### config.mk
export PLATFORM = sky130hd
export DESIGN_NAME = qubit_measure
export DESIGN_NICKNAME = d
export VERILOG_FILES = /design/src/rtl/qubit_measure.sv
export SDC_FILE = /design/constraint.sdc
export NUM_CORES = 2
export LEC_CHECK = 0
export ABC_AREA = 0
export CORE_UTILIZATION = 60
export CTS_CLUSTER_DIAMETER = 60
export DETAILED_ROUTE_END_ITERATION = 16
export PLACE_DENSITY = 0.77
export SLEW_MARGIN = 20
export SYNTH_ARGS = -nofsm -noshare
export SYNTH_HDL_FRONTEND = slang
export SYNTH_SLANG_ARGS = --single-unit
export TNS_END_PERCENT = 30
### constraint.sdc
create_clock -name clk -period 14.2 [get_ports clk]
set_input_delay 2.13 -clock clk [delete_from_list [all_inputs] [get_ports clk]]
set_output_delay 2.13 -clock clk [all_outputs]
set_load 0.01 [all_outputs]
### src/rtl/qubit_measure.sv
// -----------------------------------------------------------------------------
// qubit_measure
//
// Readout stage at the tail of the gate pipeline. It accepts one qubit's
// amplitude pair (alpha, beta) and squares each amplitude on one shared
// multiplier over two cycles. It then compares a scaled pseudo-random draw
// against |alpha|^2 and emits the measured bit together with the collapsed
// basis state.
//
// Build option:
//   QMEAS_RAND_OVERRIDE_EN  adds rand_ovr_en / rand_ovr. These let an external
//                           value replace the LFSR sample in CMP. Leave this
//                           undefined for production builds.
//
// Parameter WIDTH defaults to the FIXED_WIDTH macro, or to 16 if that macro
// is not defined.
//
// Ports:
//   clk          rising-edge clock
//   rst          synchronous, active-high reset
//   in_valid     amplitude pair valid
//   in_ready     block can accept a pair (IDLE only)
//   in_alpha     signed |0> amplitude, FRAC_BITS fractional bits
//   in_beta      signed |1> amplitude, FRAC_BITS fractional bits
//   out_valid    result valid; held until out_ready
//   out_ready    downstream accepts result
//   out_bit      measured outcome
//   out_alpha    collapsed |0> amplitude (ONE or 0)
//   out_beta     collapsed |1> amplitude (0 or ONE)
//   out_err      both input amplitudes were zero
//   rand_ovr_en  (option) use rand_ovr instead of the LFSR sample
//   rand_ovr     (option) override sample
// -----------------------------------------------------------------------------
`ifndef FIXED_WIDTH
`define FIXED_WIDTH 16
`endif

module qubit_measure #(
    parameter int          WIDTH     = `FIXED_WIDTH,
    parameter int          FRAC_BITS = 14,
    parameter int          RAND_W    = 16,
    parameter logic [15:0] SEED      = 16'hACE1
) (
    input  logic                    clk,
    input  logic                    rst,
    input  logic                    in_valid,
    output logic                    in_ready,
    input  logic signed [WIDTH-1:0] in_alpha,
    input  logic signed [WIDTH-1:0] in_beta,
    output logic                    out_valid,
    input  logic                    out_ready,
    output logic                    out_bit,
    output logic [WIDTH-1:0]        out_alpha,
    output logic [WIDTH-1:0]        out_beta,
    output logic                    out_err
`ifdef QMEAS_RAND_OVERRIDE_EN
    ,
    input  logic                    rand_ovr_en,
    input  logic [RAND_W-1:0]       rand_ovr
`endif
);

    // state | meaning
    // IDLE  | waiting for an amplitude pair, in_ready high
    // SQA   | multiplier forms alpha^2 into p0
    // SQB   | multiplier forms beta^2 into p1
    // CMP   | draw sample, decide outcome, register results
    // OUT   | out_valid high, outputs held until out_ready
    typedef enum logic [2:0] {
        IDLE = 3'd0,
        SQA  = 3'd1,
        SQB  = 3'd2,
        CMP  = 3'd3,
        OUT  = 3'd4
    } state_t;

    localparam int PW = 2 * WIDTH;          // square width
    localparam int TW = PW + 1;             // p0 + p1 width
    localparam int MW = TW + RAND_W;        // total * r width
    localparam logic [WIDTH-1:0] ONE = WIDTH'(1) << FRAC_BITS;

    state_t state;
    state_t state_nx;

    logic signed [WIDTH-1:0] alpha_q;
    logic signed [WIDTH-1:0] beta_q;
    logic [PW-1:0]           p0_q;
    logic [PW-1:0]           p1_q;
    logic [15:0]             lfsr_q;
    logic [15:0]             lfsr_nx;

    logic signed [WIDTH-1:0] mult_a;
    logic signed [PW-1:0]    mult_ext;
    logic signed [PW-1:0]    sq_s;
    logic [PW-1:0]           sq;

    logic [TW-1:0]           total;
    logic [RAND_W-1:0]       r_lfsr;
    logic [RAND_W-1:0]       r_sel;
    logic [MW-1:0]           prod;
    logic [TW-1:0]           thr;
    logic                    total_zero;
    logic                    cmp_bit;

    // ------------------------------------------------------------------
    // FSM
    // ------------------------------------------------------------------
    always_ff @(posedge clk) begin
        if (rst) begin
            state <= IDLE;
        end else begin
            state <= state_nx;
        end
    end

    always_comb begin
        state_nx  = state;
        mult_a    = alpha_q;
        in_ready  = 1'b0;
        out_valid = 1'b0;
        case (state)
            IDLE: begin
                in_ready = 1'b1;
                if (in_valid) begin
                    state_nx = SQA;
                end
            end
            SQA: begin
                state_nx = SQB;
            end
            SQB: begin
                mult_a   = beta_q;
                state_nx = CMP;
            end
            CMP: begin
                state_nx = OUT;
            end
            OUT: begin
                out_valid = 1'b1;
                if (out_ready) begin
                    state_nx = IDLE;
                end
            end
            default: begin
                state_nx = IDLE;
            end
        endcase
    end

    // ------------------------------------------------------------------
    // Shared squarer. A signed square is never negative. It fits in PW
    // bits even for the most negative input (2^(2W-2)).
    // ------------------------------------------------------------------
    assign mult_ext = PW'(mult_a);
    assign sq_s     = mult_ext * mult_ext;
    assign sq       = sq_s;

    // ------------------------------------------------------------------
    // LFSR: 16-bit Galois, x^16+x^14+x^13+x^11+1. It free-runs every
    // clock, including stalls, and the nonzero seed keeps it off zero.
    // ------------------------------------------------------------------
    assign lfsr_nx = lfsr_q[0] ? ((lfsr_q >> 1) ^ 16'hB400) : (lfsr_q >> 1);

    generate
        if (RAND_W <= 16) begin : g_rand_narrow
            assign r_lfsr = lfsr_q[RAND_W-1:0];
        end else begin : g_rand_wide
            assign r_lfsr = {{(RAND_W - 16){1'b0}}, lfsr_q};
        end
    endgenerate

`ifdef QMEAS_RAND_OVERRIDE_EN
    assign r_sel = rand_ovr_en ? rand_ovr : r_lfsr;
`else
    assign r_sel = r_lfsr;
`endif

    // ------------------------------------------------------------------
    // Decision. thr scales the sample into [0, total). The outcome is |1>
    // once thr passes the |0> share p0, so P(1) = p1/total.
    // ------------------------------------------------------------------
    assign total      = {1'b0, p0_q} + {1'b0, p1_q};
    assign prod       = {{RAND_W{1'b0}}, total} * {{TW{1'b0}}, r_sel};
    assign thr        = prod[MW-1:RAND_W];
    assign total_zero = (total == '0);
    assign cmp_bit    = !total_zero && (thr >= {1'b0, p0_q});

    // ------------------------------------------------------------------
    // Datapath registers
    // ------------------------------------------------------------------
    always_ff @(posedge clk) begin
        if (rst) begin
            alpha_q   <= '0;
            beta_q    <= '0;
            p0_q      <= '0;
            p1_q      <= '0;
            lfsr_q    <= SEED;
            out_bit   <= 1'b0;
            out_alpha <= '0;
            out_beta  <= '0;
            out_err   <= 1'b0;
        end else begin
            lfsr_q <= lfsr_nx;
            case (state)
                IDLE: begin
                    if (in_valid) begin
                        alpha_q <= in_alpha;
                        beta_q  <= in_beta;
                    end
                end
                SQA: begin
                    p0_q <= sq;
                end
                SQB: begin
                    p1_q <= sq;
                end
                CMP: begin
                    // Phase is discarded: the collapsed state is a pure basis vector.
                    out_bit   <= cmp_bit;
                    out_err   <= total_zero;
                    out_alpha <= cmp_bit ? '0 : ONE;
                    out_beta  <= cmp_bit ? ONE : '0;
                end
                default: begin
                end
            endcase
        end
    end

endmodule

==> impl_metrics.csv <==
group,metric,value,unit
worst_setup_path,reg2reg_from,"p0_q[17]",
floorplan,dieWidth,231.0,µm
sta,period_share,0.7703,
cts,cts.sinks,116,
finish,diodes,0,
worst_setup_path,timing.rr.end,"out_bit",
synth,synth_cells,3679,
synth,syn_area,31460,µm²
worst_setup_path,cp.arrival,11.26,ns
sta,finalCriticalPeriod,10.94,ns
floorplan,initial_core_util,0.6107,
sta,rsz0062_at_grt,"false",
detailed_routing,antenna_left,0,
synth,yosys_register_bits,116,
sta,hold_violations,0,
worst_setup_path,cpPeakStageDelay,0.54,ns
worst_setup_path,critPathRequiredTime,14.53,ns
placement,port_buffers,41,
detailed_routing,routed_wl,74820,µm
synth,yosysSeqAreaShare,0.07383,
synth,synth_mux_area_frac,0.003898,
min_path,hold_depth,2,
pwr,power.total,4.209,mW
worst_setup_path,slowest_stage,"fa_1",
grt,grt_pass1_wl,127100,µm
cts,hold_buffers,0,
detailed_routing,drt_pass1_iterations,6,
grt,antenna_found_initial,1,
sta,tightest_slew,1.116,ns
detailed_routing,vias,24010,
grt,grt_usage,0.3020,
finish,nNetsFinal,4616,
grt,grt_pass1_vias,25540,
synth,synth_xor_area_frac,0.02701,
grt,grt_max_degree,80,
cts,cts_tree,"done",
cts,root_buffer,"clkbuf_16",
synth,synth.avg_cell_area,8.550,µm²
floorplan,die_y,231.0,µm
synth,synth-main-ff-cell,"dfxtp_1",
cts,h-tree-depth,4,
outcome,status,"finished, final reports clean",
synth,yosys.area_share.simple,0.1629,
sta,slew_headroom,0.2550,
worst_setup_path,crit_top_cell,"fa_1",
detailed_routing,post-route-drc-count,0,
sta,tns,0,ns
min_path,hold_path.class,"reg2reg",
finish,drive_gt1_frac,0.03444,
cts,clock_path_buffers,2,
flow_run,drv_cap,0,
floorplan,coreArea,51510,µm²
worst_setup_path,critPathCaptureType,"flop",
synth,synth_fa_ha_area_frac,0.5312,
worst_setup_path,critPathMaxFanout,17,
min_path,min_to,"beta_q[12]",
detailed_routing,detail_route.vias_per_cell,5.533,
detailed_routing,wl_per_cell,17.24,µm
pwr,cellInternalPower,2.049,mW
sta,fmax,91.43,MHz
min_path,min_from,"beta_q[12]",
cts,clk_latency,0.43,ns
pwr,cellPowerDensity,127.0,nW/µm²
sta,finClkSkew,0.01094,ns
pwr,vdd_drop_max,0.1369,mV
floorplan,placementRows,83,
synth,synth_compound_area_frac,0.07772,
worst_setup_path,crit_type,"reg2reg",
grt,grt_remaining_overflow,0,
cts,clkTransAtPathRegs,0.06,ns
cts,post_cts_resized,0,
finish,area_delta_synth_final,5.366,%
worst_setup_path,rr_worst_depth,40,
floorplan,ios,72,
pwr,p_comb_frac,0.792,
placement,dp_hpwl,57760,µm
pwr,p_switching,2.160,mW
worst_setup_path,regToRegSetupSlack,3.26,ns
pwr,p_leak,16.13,nW
detailed_routing,drt_iter0_drc,1662,
floorplan,die_area,53340,µm²
placement,routabilityCongestion,0.9319,
cts,cts_buffers,17,
sta,final-setup-viol-count,0,
synth,synth_enable_flop_cells,0,
pwr,swShare,0.5131,
pwr,p_clk_frac,0.116,
finish,final_core_util,0.6434,
synth,synth_top_family_by_area,"adder cells",
cts,cts_setup_buffers,0,
synth,synth_cell_type_count,70,
synth,yosys_warnings,0,
worst_setup_path,worstSetupStartpointType,"flop",
pwr,pwr-share-seq,0.092,
sta,maxSlewViolCount,0,
synth,async_flop_share,0,
metrics by stage:
stage               worst slack, ns  area, µm²  hold slack [ns]  std cells
floorplan                     4.036      31560           0.4336       3708
global placement              3.684      32490           0.4426       4307
detailed placement            3.411      32490           0.4467       4307
CTS                           3.389      33140           0.4542       4339
global route                  2.620      33140           0.4748       4339
finish                        3.262      33140           0.4539       4339
cells in the mapped netlist, drive strengths merged, types with 3 or more instances:
library cell  instances  share of area
clkinv                5        0.00060
a31o                  3        0.00084
nor4                  3        0.00060
a211o                 4         0.0011
o21bai               12         0.0029
a21o                 51          0.012
o21ai                53         0.0084
ha                  265           0.11
o21a                 12         0.0029
xnor2                67          0.019
nor3                 27         0.0043
a21oi               171          0.028
a2111oi               5         0.0020
fa                  669           0.43
nor2                143          0.017
a211oi               20         0.0048
nor2b                18         0.0036
or3                   9         0.0019
nand4                19         0.0040
a31oi                12         0.0024
or2                  11         0.0022
nand2b               13         0.0026
nor3b                 3        0.00072
and3                 15         0.0030
clkbuf              142          0.017
nand2               619          0.074
a221oi                6         0.0017
or4                   3        0.00072
a21boi                5         0.0012
and2                205          0.041
inv                 820          0.098
dfxtp               116          0.074
xor2                 30         0.0084
o22ai                 4        0.00080
buf                  35         0.0079
nand3b                4        0.00095
nand3                28         0.0045
o31ai                10         0.0028
mux2i                10         0.0032
o211ai                6         0.0014
state kept, by name, summed over array words and instances, names as in the netlist:
register   cells
p0_q          31
p1_q          31
alpha_q       16
beta_q        16
lfsr_q        16
state          3
out_alpha      1
out_bit        1
out_err        1
worst max-delay path: cells and delay by family, from the launching register on:
family | cells | cell delay [ns]
flops | 1 | 0.33
compound gates | 15 | 3.11
fa+ha+maj | 9 | 4.06
xor+xnor | 1 | 0.15
buf+inv | 5 | 0.64
simple gates | 9 | 2.21
mux | 1 | 0.35
power by group through the flow:
stage	sequential, mW	clock [mW]	combinational (mW)
after floorplan	0.376	0	2.53
after global placement	0.393	0	3.21
after detailed placement	0.394	0	3.30
after CTS	0.387	0.491	3.33
after global routing	0.392	0.506	3.79
final	0.388	0.487	3.33
final cells by class:
type	count	area, µm²
Clock buffer	19	442.9
Clock inverter	13	205.2
Fill cell	4381	18370
Inverter	825	3097
Multi-Input combinational cell	2590	25400
Sequential cell	116	2331
Tap cell	680	850.8
Timing Repair Buffer	96	820.8
worst max path at each step:
stage | end | start | slack, ns
global placement | out_bit | p0_q[17] | 3.68
finish | out_bit | p0_q[17] | 3.26
CTS | out_bit | p0_q[17] | 3.39
floorplan | out_bit | p0_q[15] | 4.04
global route | out_bit | p0_q[19] | 2.62
detailed placement | out_bit | p0_q[17] | 3.41
cells in the final DEF (no fill, tap or decap), types with 5 or more instances in the layout:
cell             Yosys  final
xnor2_1             67     67
a211oi_1            20     19
xor2_1              30     29
clkinv_1             5      5
buf_4               31     56
nor2b_1             18     18
clkbuf_16            0     17
conb_1               1     30
o21bai_1            12     12
o211ai_1             6      6
nand4_1             18     18
a21oi_1            169    169
nor3_1              27     27
clkdlybuf4s50_1      0     40
a21o_1              51     51
inv_1              818    818
o21a_1              12     12
ha_1               265    265
bufinv_16            0      5
or2_2               10     10
or3_1                8      8
and3_1              15     15
nand3_1             28     28
dfxtp_1            116    109
a31oi_1             12     12
o31ai_1              9      9
fa_1               669    669
dfxtp_2              0      7
and2_1             204    202
nand2b_1            13     13
o21ai_0             51     51
nor2_1             143    143
mux2i_1             10     10
nand2_1            619    619
cell families after synthesis:
kind of cell               after synthesis
adders and majority gates              934
other                                    1
DFF                                    116
xor gates and xnor gates                97
buffers and inverters                 1002
AOI/OAI and AO/OA                      390
and+or+nand+nor                       1127
muxes                                   12
per-layer routing:
layer  track usage  up-vias  wire [µm]
met2        0.5296      758      37680
met1        0.3898    12140      30160
met5             0        -          0
met3       0.04175      170       4881
met4       0.08382        0       2094
li1              -    10940          -
Power figures use the tool's default switching activity.
